File: src/rtl/dmem_port_arbiter.sv
// Shares one DMEM port between the CPU MEM stage (priority) and a loader/debug requester.
// Zero-cycle issue, read data one cycle later; CPU backpressured by cpu_stall, loader by ld_gnt.
module dmem_port_arbiter #(
   parameter int DATA_WIDTH = 32,
   parameter int ADDR_WIDTH = 32,
   parameter int MAX_WAIT   = 4
) (
   input  logic                  clk,
   input  logic                  rst_n,
   input  logic                  cpu_rd,
   input  logic                  cpu_wr,
   input  logic [ADDR_WIDTH-1:0] cpu_addr,
   input  logic [DATA_WIDTH-1:0] cpu_wdata,
   input  logic [3:0]            cpu_byte_en,
   output logic [DATA_WIDTH-1:0] cpu_rdata,
   output logic                  cpu_stall,
   input  logic                  ld_req,
   input  logic                  ld_we,
   input  logic                  ld_lock,
   input  logic [ADDR_WIDTH-1:0] ld_addr,
   input  logic [DATA_WIDTH-1:0] ld_wdata,
   input  logic [3:0]            ld_byte_en,
   output logic                  ld_gnt,
   output logic                  ld_rvalid,
   output logic [DATA_WIDTH-1:0] ld_rdata,
   output logic                  mem_rd,
   output logic                  mem_wr,
   output logic [ADDR_WIDTH-1:0] mem_addr,
   output logic [DATA_WIDTH-1:0] mem_wdata,
   output logic [3:0]            mem_byte_en,
   input  logic [DATA_WIDTH-1:0] mem_rdata
);

   typedef enum logic {
      ST_NORMAL = 1'b0,
      ST_LOCK   = 1'b1
   } state_t;

   localparam logic [3:0] MAX_WAIT_C = 4'(MAX_WAIT);

   state_t     state_q, state_d;
   logic [3:0] wait_cnt_q, wait_cnt_d;
   logic       ld_rvalid_q, ld_rvalid_d;

   logic cpu_req;
   logic ld_grant;
   logic cpu_grant;

   assign cpu_req = cpu_rd | cpu_wr;

   always_ff @(posedge clk or negedge rst_n) begin
      if (!rst_n) begin
         state_q     <= ST_NORMAL;
         wait_cnt_q  <= 4'd0;
         ld_rvalid_q <= 1'b0;
      end else begin
         state_q     <= state_d;
         wait_cnt_q  <= wait_cnt_d;
         ld_rvalid_q <= ld_rvalid_d;
      end
   end

   always_comb begin
      state_d     = state_q;
      wait_cnt_d  = 4'd0;
      ld_rvalid_d = ld_grant & ~ld_we;
      case (state_q)
         ST_NORMAL: begin
            if (ld_grant && ld_lock) begin
               state_d = ST_LOCK;
            end
            // A denied loader request implies the CPU won this cycle.
            if (ld_req && !ld_grant) begin
               wait_cnt_d = (wait_cnt_q >= MAX_WAIT_C) ? MAX_WAIT_C : wait_cnt_q + 4'd1;
            end
         end
         ST_LOCK: begin
            if (!ld_lock) begin
               state_d = ST_NORMAL;
            end
         end
         default: state_d = ST_NORMAL;
      endcase
   end

   always_comb begin
      ld_grant  = 1'b0;
      cpu_grant = 1'b0;
      case (state_q)
         ST_NORMAL: begin
            ld_grant  = ld_req & (~cpu_req | (wait_cnt_q == MAX_WAIT_C));
            cpu_grant = cpu_req & ~ld_grant;
         end
         ST_LOCK: begin
            ld_grant  = ld_req;
            cpu_grant = 1'b0;
         end
         default: begin
            ld_grant  = 1'b0;
            cpu_grant = 1'b0;
         end
      endcase

      // Address/data follow the CPU unless the loader owns the port.
      mem_addr    = ld_grant ? ld_addr    : cpu_addr;
      mem_wdata   = ld_grant ? ld_wdata   : cpu_wdata;
      mem_byte_en = ld_grant ? ld_byte_en : cpu_byte_en;

      mem_wr    = rst_n & (ld_grant ? ld_we  : (cpu_grant & cpu_wr));
      mem_rd    = rst_n & (ld_grant ? ~ld_we : (cpu_grant & cpu_rd & ~cpu_wr));
      ld_gnt    = rst_n & ld_grant;
      cpu_stall = rst_n & cpu_req & ~cpu_grant;
   end

   assign ld_rvalid = ld_rvalid_q;
   assign cpu_rdata = mem_rdata;
   assign ld_rdata  = mem_rdata;

endmodule

File: config.mk
export PLATFORM = sky130hd
export DESIGN_NAME = dmem_port_arbiter
export DESIGN_NICKNAME = d
export VERILOG_FILES = /design/src/rtl/dmem_port_arbiter.sv
export SDC_FILE = /design/constraint.sdc
export NUM_CORES = 1
export LEC_CHECK = 0
export ABC_AREA = 1
export BUFFER_PORTS_ARGS = -buffer_cell sky130_fd_sc_hd__buf_2
export CELL_PAD_IN_SITES_DETAIL_PLACEMENT = 2
export CELL_PAD_IN_SITES_GLOBAL_PLACEMENT = 2
export CORE_ASPECT_RATIO = 1.5
export CORE_UTILIZATION = 11
export CTS_CLUSTER_DIAMETER = 30
export DETAILED_ROUTE_END_ITERATION = 16
export GPL_TIMING_DRIVEN = 0
export PLACE_DENSITY = 0.95
export SYNTH_ARGS = -nofsm -noshare
export SYNTH_HDL_FRONTEND = slang
export SYNTH_SLANG_ARGS = --single-unit
File: constraint.sdc
create_clock -name clk -period 3.7 [get_ports clk]
set_clock_uncertainty 0.1 [all_clocks]
set_input_delay 0.185 -clock clk [delete_from_list [all_inputs] [get_ports clk]]
set_output_delay 0.185 -clock clk [all_outputs]
set_load 0.02 [all_outputs]
==> results of run 1 <==
==> area by class of cell <==
cell class,count,share of cell area [%]
Sequential cell,6,4.20
Tap cell,206,7.22
Multi-Input combinational cell,230,28.0
Buffer,87,18.0
Timing Repair Buffer,279,39.2
Inverter,11,1.16
Clock buffer,3,2.10
==> placed cells by master (no fill, tap or decap) <==
cell	n
clkbuf_1	1
nand2_2	2
nand3_1	69
buf_1	5
nor3_1	1
nand3_2	1
conb_1	1
clkbuf_16	3
dfrtp_1	6
inv_1	11
buf_6	9
dlygate4sd3_1	1
buf_4	64
nor3_2	1
ha_1	2
nand2_1	141
a21boi_0	1
buf_2	286
or2_2	1
a21oi_1	1
nor4_1	2
nor2_2	1
nor2_1	6
==> report_power, final <==
part           internal (W)  switching, W  total [W]  leakage, nW
sequential        0.0000694    0.00000194  0.0000714       0.0794
clock              0.000139     0.0000393   0.000178       0.0370
combinational      0.000237      0.000357   0.000595         2.21
==> stage by stage <==
step / util [%] / std cells / setup WS [ns] / power [W] / instance area [um^2]
3_5_place_dp: 21.4 / 818 / 1.67 / 0.000678 / 3490
5_1_grt: 22.0 / 822 / 1.34 / 0.000903 / 3570
4_1_cts: 22.0 / 822 / 1.42 / 0.000861 / 3570
2_1_floorplan: - / 334 / 1.99 / 0.000429 / 1840
3_3_place_gp: 21.4 / 818 / 1.70 / 0.000659 / 3490
6_report: 22.0 / 822 / 1.51 / 0.000844 / 3570
==> repair_timing <==
action | in CTS | in global routing
hold buffers | 1 | 0
resized for setup | 0 | 0
hold endpoints to repair | 6 | 0
==> flip-flops by register name, indices dropped and copies added (netlist names) <==
name        count
wait_cnt_q      4
state_q         1
ld_rvalid       1
==> worst min-delay path: cells and delay by family <==
kind                   cells  cell delay (ns)
buffers and inverters      2             0.15
AND/OR/NAND/NOR            1             0.04
==> worst paths after layout <==
kind	cells past startpoint	slack [ns]	end	from
min	3	0.07	state_q	ld_lock
max in group asynchronous	2	3.09	wait_cnt_q[2]	rst_n
max reg2reg	7	2.27	wait_cnt_q[2]	wait_cnt_q[0]
max	10	1.51	mem_wdata[21]	wait_cnt_q[0]
min in group asynchronous	2	0.23	wait_cnt_q[1]	rst_n
min reg2reg	1	0.37	wait_cnt_q[0]	wait_cnt_q[0]
==> kinds of logic (layout without fill, tap and decap cells) <==
kind of cell | Yosys count | after routing | share of synthesized area, %
buffers and inverters | 98 | 380 | 37.3
other | 1 | 1 | 0.204
adder cells (fa/ha/maj) | 2 | 2 | 1.36
AND/OR/NAND/NOR | 225 | 225 | 52.2
flip-flops | 6 | 6 | 8.17
AO/OA/AOI/OAI | 2 | 2 | 0.681
==> Yosys cell counts <==
cell type	count
nand3_2	1
dfrtp_1	6
nor2_1	6
or2_2	1
buf_1	5
ha_1	2
conb_1	1
a21oi_1	1
nand2_1	141
nor3_1	1
nand2_2	2
buf_2	8
buf_4	64
nor3_2	1
buf_6	9
nand3_1	69
nor2_2	1
a21boi_0	1
nor4_1	2
inv_1	11
clkbuf_1	1
==> per-layer routing <==
metal	up-vias	global-route usage (%)	part of all wire (%)
li1	1551	-	-
met3	19	3.14	10
met5	-	0	0
met1	1502	11.9	32
met4	0	3.05	1.7
met2	223	27.6	56
==> reports/qor.json, run 1 <==
{
  "result_of_the_run": "finished clean",
  "area_delta_synth_final_pct": 94.4,
  "critical_path_arrival_ns": 1.91,
  "timing.setup.critical_path_class": "flop to output pin",
  "crit_buf_inv": 4,
  "placementRows": 57,
  "clockRootBuffer": "clkbuf_16",
  "drt_iter0_markers": 68,
  "routabilityCongestion": 0.811,
  "min_tclk_post_route_ns": 2.19,
  "clock_latency_ns": 0.23,
  "final_clock_period_utilization_by_the_worst_path_pct": 59.3,
  "pin_count": 312,
  "grt_start_max_net_pins": 11,
  "synth_sequential_area_ratio_pct": 8.17,
  "n_antenna_cell": 0,
  "post-route-drc-count": 0,
  "floorplan.die.height_um": 160,
  "start_util_pct": 11.3,
  "antenna_found_initial": 0,
  "cpPeakStageDelay_ns": 0.36,
  "synth_largest_type_area_fraction_pct": 28.8,
  "route.final.wire_length_um": 12200,
  "classification_of_the_worst_slack_hold_path": "input pin to flop",
  "critical_path_cell_with_the_highest_stage_delay": "dfrtp_1",
  "grt_overflow": 0,
  "avgViaCountPerCell": 4.01,
  "post_route_antenna_net_violation_count": 0,
  "cts-htree-levels": 1,
  "placement.io_buffers": 278,
  "hold_slack_ns": 0.0746,
  "critical-path-top-delay-family": "buffers and inverters",
  "worst_ir_drop_on_vdd_v": 0.000198,
  "drt-pass1-iter-count": 4,
  "ys_types": 21,
  "floorplan.die.width_um": 108,
  "core_um2": 16300,
  "final_nets": 795,
  "place_hpwl_um": 10700,
  "timing.critical_path.fanout_max": 10,
  "max_clock_freq_ghz": 0.456,
  "final.fill_count": 2090,
  "p_leak_nw": 2.32,
  "cts_post_setup_buffers_inserted": 0,
  "largest_cells_by_area_after_synthesis": "nand2_1 (29%), buf_4 (26%), nand3_1 (19%)",
  "floorplan.die_area_um2": 17200,
  "drive_gt1_share_pct": 59.7,
  "pwr_density_cell_nw_per_um2": 236,
  "final_hold_viol_count": 0,
  "finalSetupViolations": 0,
  "worstSetupEndpointType": "output pin",
  "max-slew-margin-rel_pct": 66.4,
  "finalMaxSlewViolations": 0,
  "postSynthCellCount": 334,
  "syn_nets": 511,
  "multiInputGateArea_um2": 1000,
  "clkSinkCount": 6,
  "synth_seq_cells": 6,
  "critPathLaunchType": "flop",
  "post_synth.cell_area_avg_um2": 5.50,
  "yosys.area.top_type": "nand2_1",
  "groute.usage.overall_pct": 13.1,
  "tritoncts": "done",
  "path_cells": "inv_1 -> ha_1 -> nand3_1 -> nand2_2 -> nand2_2 -> buf_6 -> buf_6 -> nand2_1 -> nand2_1 -> buf_2",
  "detail_route.wl_per_cell_um": 14.8,
  "cap_viol_max_count": 0,
  "crit_required_ns": 3.41,
  "grt_setup_unrepaired": "no",
  "yosysWarningCount": 0,
  "worstMarginPinSlew_ns": 0.504,
  "final.setup.tns_ns": 0,
  "grt_pass1_vias": 3505,
  "cts_buffer_depth": 2,
  "post_synth_instance_area_um2": 1840,
  "clk_transition_reported_paths_ns": 0.03,
  "first_pass_grt_wire_length_um": 17400,
  "num_vias": 3295,
  "cts_inserted_buffers": 3,
  "area.sequential_um2": 150
}
Power figures use the tool's default switching activity.
==> run 2: changes to the inputs <==
--- a/config.mk
+++ b/config.mk
@@ -5,16 +5,16 @@
 export SDC_FILE = /design/constraint.sdc
 export NUM_CORES = 1
 export LEC_CHECK = 0
-export ABC_AREA = 1
+export ABC_AREA = 0
 export BUFFER_PORTS_ARGS = -buffer_cell sky130_fd_sc_hd__buf_2
 export CELL_PAD_IN_SITES_DETAIL_PLACEMENT = 2
 export CELL_PAD_IN_SITES_GLOBAL_PLACEMENT = 2
 export CORE_ASPECT_RATIO = 1.5
-export CORE_UTILIZATION = 11
+export CORE_UTILIZATION = 10
 export CTS_CLUSTER_DIAMETER = 30
 export DETAILED_ROUTE_END_ITERATION = 16
 export GPL_TIMING_DRIVEN = 0
-export PLACE_DENSITY = 0.95
+export PLACE_DENSITY = 0.9
 export SYNTH_ARGS = -nofsm -noshare
 export SYNTH_HDL_FRONTEND = slang
 export SYNTH_SLANG_ARGS = --single-unit
==> constraint.sdc (replaced) <==
create_clock -name clk -period 1.93 [get_ports clk]
set_clock_uncertainty 0.1 [all_clocks]
set_input_delay 0.0965 -clock clk [delete_from_list [all_inputs] [get_ports clk]]
set_output_delay 0.0965 -clock clk [all_outputs]
set_load 0.02 [all_outputs]
==> reports/qor.json, run 2 <==
{
  "result_of_the_run": "finished, violations left",
  "violated_checks": "setup timing",
  "ys_types": {"value": 23, "change": "+9.5%"},
  "groute.usage.overall": {"value": 12.7, "unit": "%", "change": "-0.39 points"},
  "core": {"value": 16200, "unit": "um^2", "change": "-0.44%"},
  "postSynthCellCount": {"value": 171, "change": "-49%"},
  "first_pass_grt_wire_length": {"value": 15700, "unit": "um", "change": "-9.5%"},
  "crit_required": {"value": 1.73, "unit": "ns", "change": "-1.68 ns"},
  "final_nets": {"value": 642, "change": "-19%"},
  "clockRootBuffer": "clkbuf_16",
  "critical_path_cell_with_the_highest_stage_delay": "dfrtp_1",
  "pin_count": {"value": 312, "change": "unchanged"},
  "post-synth-top-count-cell": "buf_4",
  "yosys-mux-area-fraction": {"value": 46.3, "unit": "%", "change": "+46 points"},
  "async_flop_share": {"value": 100, "unit": "%", "change": "unchanged"},
  "clkSinkCount": {"value": 6, "change": "unchanged"},
  "cts_inserted_buffers": {"value": 3, "change": "unchanged"},
  "tritoncts": "done",
  "routabilityCongestion": {"value": 0.782, "change": "-3.6%"},
  "clock_latency": {"value": 0.23, "unit": "ns", "change": "about the same"},
  "drt-pass1-iter-count": {"value": 4, "change": "unchanged"},
  "synth_seq_cells": {"value": 6, "change": "unchanged"},
  "largest_cells_by_area_after_synthesis": "mux2_2 (42%), buf_4 (30%), dfrtp_1 (9.1%)",
  "synth_largest_type_area_fraction": {"value": 42.2, "unit": "%", "change": "+13 points"},
  "critical_path_arrival": {"value": 2.03, "unit": "ns", "change": "+0.12 ns"},
  "final_clock_period_utilization_by_the_worst_path_pct": 115,
  "commonest_register_cell_after_synthesis": "dfrtp_1",
  "synth.cells.most_frequent": "buf_4 (66), mux2_2 (62), dfrtp_1 (6), mux2_1 (6), buf_6 (5)",
  "pwr_density_cell": {"value": 434, "unit": "nW/um^2", "change": "+83%"},
  "layout.cells.most_common": "buf_2",
  "area_delta_synth_final_pct": 137,
  "grt_overflow": {"value": 0, "change": "unchanged"},
  "timing.critical_path.fanout_max": {"value": 6, "change": "-4"},
  "floorplan.die.height": {"value": 160, "unit": "um", "change": "-0.46%"},
  "area.sequential": {"value": 150, "unit": "um^2", "change": "unchanged"},
  "path_cells": "inv_2 -> ha_4 -> and3b_2 -> o21ai_4 -> buf_12 -> buf_8 -> mux2_2 -> buf_2",
  "multiInputGateArea": {"value": 1070, "unit": "um^2", "change": "+7.3%"},
  "floorplan.die_area": {"value": 17100, "unit": "um^2", "change": "-0.92%"},
  "largest_register": "wait_cnt_q",
  "post_synth_instance_area": {"value": 1650, "unit": "um^2", "change": "-9.9%"},
  "hold_path_depth": {"value": 3, "change": "unchanged"},
  "compound_gate_fraction_of_synth_area": {"value": 4.46, "unit": "%", "change": "+3.8 points"},
  "num_vias": {"value": 2443, "change": "-26%"},
  "post_synth.cell_area_avg": {"value": 9.67, "unit": "um^2", "change": "+76%"},
  "fraction_of_the_mapped_netlist_area_in_adder_cells": {"value": 1.51, "unit": "%", "change": "+0.15 points"},
  "p_leak": {"value": 2.26, "unit": "nW", "change": "-2.8%"},
  "grt_setup_unrepaired": "yes",
  "max_clock_freq_ghz": 0.449,
  "timing.setup.critical_path_class": "flop to output pin",
  "place_hpwl": {"value": 10300, "unit": "um", "change": "-3.7%"},
  "post-route-drc-count": {"value": 0, "change": "unchanged"},
  "post_route_antenna_net_violation_count": {"value": 0, "change": "unchanged"},
  "yosys.area.top_type": "mux2_2",
  "critPathLaunchType": "flop",
  "cts-htree-levels": {"value": 1, "change": "unchanged"},
  "antenna_found_initial": {"value": 2, "change": "+2"},
  "final.fill_count": {"value": 1902, "change": "-9.0%"},
  "start_util": {"value": 10.2, "unit": "%", "change": "-1.1 points"},
  "route.final.wire_length": {"value": 11900, "unit": "um", "change": "-2.4%"},
  "final_hold_viol_count": {"value": 0, "change": "unchanged"},
  "synth_simple_gate_area_share": {"value": 4.39, "unit": "%", "change": "-48 points"},
  "pre_cts_slack": {"value": -0.485, "unit": "ns", "change": "-2.16 ns"},
  "classification_of_the_worst_slack_hold_path": "input pin to flop",
  "yosysWarningCount": {"value": 0, "change": "unchanged"},
  "placement.io_buffers": {"value": 279, "change": "+0.36%"},
  "placementRows": {"value": 57, "change": "unchanged"},
  "worst_ir_drop_on_vdd": {"value": 0.000425, "unit": "V", "change": "+120%"},
  "avgViaCountPerCell": {"value": 3.65, "change": "-9.0%"},
  "hold_slack": {"value": 0.0226, "unit": "ns", "change": "-0.0520 ns"},
  "drive_gt1_share": {"value": 93.3, "unit": "%", "change": "+34 points"},
  "finalSetupViolations": {"value": 69, "change": "+69"},
  "synth_xor_area_share": {"value": 0, "unit": "%", "change": "unchanged"},
  "largest_register_ff_count": {"value": 4, "change": "unchanged"},
  "cts_buffer_depth": {"value": 2, "change": "unchanged"},
  "grt_start_max_net_pins": {"value": 13, "change": "+2"},
  "final_critical_path_setup_slack": {"value": -0.298, "unit": "ns", "change": "-1.81 ns"},
  "detail_route.wl_per_cell": {"value": 17.8, "unit": "um", "change": "+20%"},
  "syn_nets": {"value": 348, "change": "-32%"},
  "grt_pass1_vias": {"value": 2607, "change": "-26%"},
  "synth-edff-count": {"value": 0, "change": "unchanged"},
  "synth_sequential_area_ratio": {"value": 9.08, "unit": "%", "change": "+0.90 points"},
  "drt_iter0_markers": {"value": 48, "change": "-29%"},
  "mostFrequentLayoutCells": "buf_2 (242), buf_4 (70), buf_6 (36)",
  "floorplan.die.width": {"value": 107, "unit": "um", "change": "-0.46%"},
  "cap_viol_max_count": {"value": 0, "change": "unchanged"},
  "clk_transition_reported_paths": {"value": 0.03, "unit": "ns", "change": "about the same"},
  "worstSetupEndpointType": "output pin",
  "finalMaxSlewViolations": {"value": 0, "change": "unchanged"},
  "reg2reg_depth": {"value": 8, "change": "+1"},
  "synth_top_family_by_area": "multiplexers",
  "min_tclk_post_route_ns": 2.23,
  "cpPeakStageDelay": {"value": 0.36, "unit": "ns", "change": "about the same"}
}
[run 2: cell count changes after synthesis, moves of 4 or more]
cell / before / now
mux2_2: 0 / 62
buf_1: 5 / 0
nand3_1: 69 / 1
buf_2: 8 / 0
mux2_1: 0 / 6
buf_6: 9 / 5
inv_1: 11 / 3
nand2_1: 141 / 1
[run 2: metal layers]
layer / vias up / track usage, % / wire length, um
li1: 1115 / - / -
met1: 1114 / 11.0 / 3600
met2: 206 / 26.3 / 6550
met3: 8 / 5.49 / 1630
met4: 0 / 1.81 / 121
met5: - / 0 / 0
[run 2: kinds of logic (layout without fill, tap and decap cells)]
group / count (synthesis) / count (layout)
buffers and inverters: 74 / 366
muxes: 68 / 68
and+or+nand+nor: 12 / 12
AOI/OAI and AO/OA: 8 / 8
DFF: 6 / 6
adders and majority gates: 2 / 2
other: 1 / 2
[run 2: power by group]
group / switching (W) / internal, W
Clock: 0.0000676 / 0.000266
Combinational: 0.000592 / 0.000634
Sequential: 0.00000551 / 0.000133
[run 2: worst paths after layout]
path	slack, ns	to	start
worst max-delay path	-0.30	mem_addr[18]	wait_cnt_q[1]
worst min-delay path	0.02	state_q	ld_lock
worst max register to register	0.27	ld_rvalid	wait_cnt_q[1]
worst min register to register	0.43	wait_cnt_q[0]	wait_cnt_q[2]
max in group asynchronous	1.37	state_q	rst_n
min in group asynchronous	0.16	ld_rvalid	rst_n
[run 2: layout make-up]
| class | instances | area share (%) |
|---|---|---|
| inverters | 3 | 0.287 |
| plain buffers | 69 | 14.4 |
| clock buffers | 3 | 1.92 |
| diodes | 1 | 0.0639 |
| well taps | 206 | 6.58 |
| flip-flops and latches | 6 | 3.83 |
| multi-input cells | 91 | 27.4 |
| repair buffers | 291 | 45.5 |
[run 2: timing repair]
action,4_1_cts,5_1_grt
pin swaps,1,2
resized for setup,74,54
setup buffers,7,2
hold buffers,2,0
cloned,1,1
endpoints found under the hold margin,7,0
endpoints found under the setup margin,69,70
[run 2: stage by stage]
stage | power [W] | instance area [um^2] | TNS (ns) | utilization [%] | instances
final | 0.00170 | 3920 | -18.07 | 24.2 | 670
after global routing | 0.00178 | 3920 | -23.13 | 24.2 | 670
after CTS | 0.00164 | 3720 | -18.19 | 23.0 | 667
after detailed placement | 0.00117 | 3310 | -24.62 | 20.4 | 656
after global placement | 0.00115 | 3310 | -22.99 | 20.4 | 656
after floorplan | 0.000745 | 1650 | 0 | - | 171
[run 2: worst max-delay path: cells and delay by family (launching register included)]
| family | cells | cell delay (ns) |
|---|---|---|
| buffers and inverters | 4 | 0.51 |
| adders and majority gates | 1 | 0.15 |
| muxes | 1 | 0.35 |
| DFF | 1 | 0.36 |
| and+or+nand+nor | 1 | 0.23 |
| AOI/OAI and AO/OA | 1 | 0.19 |
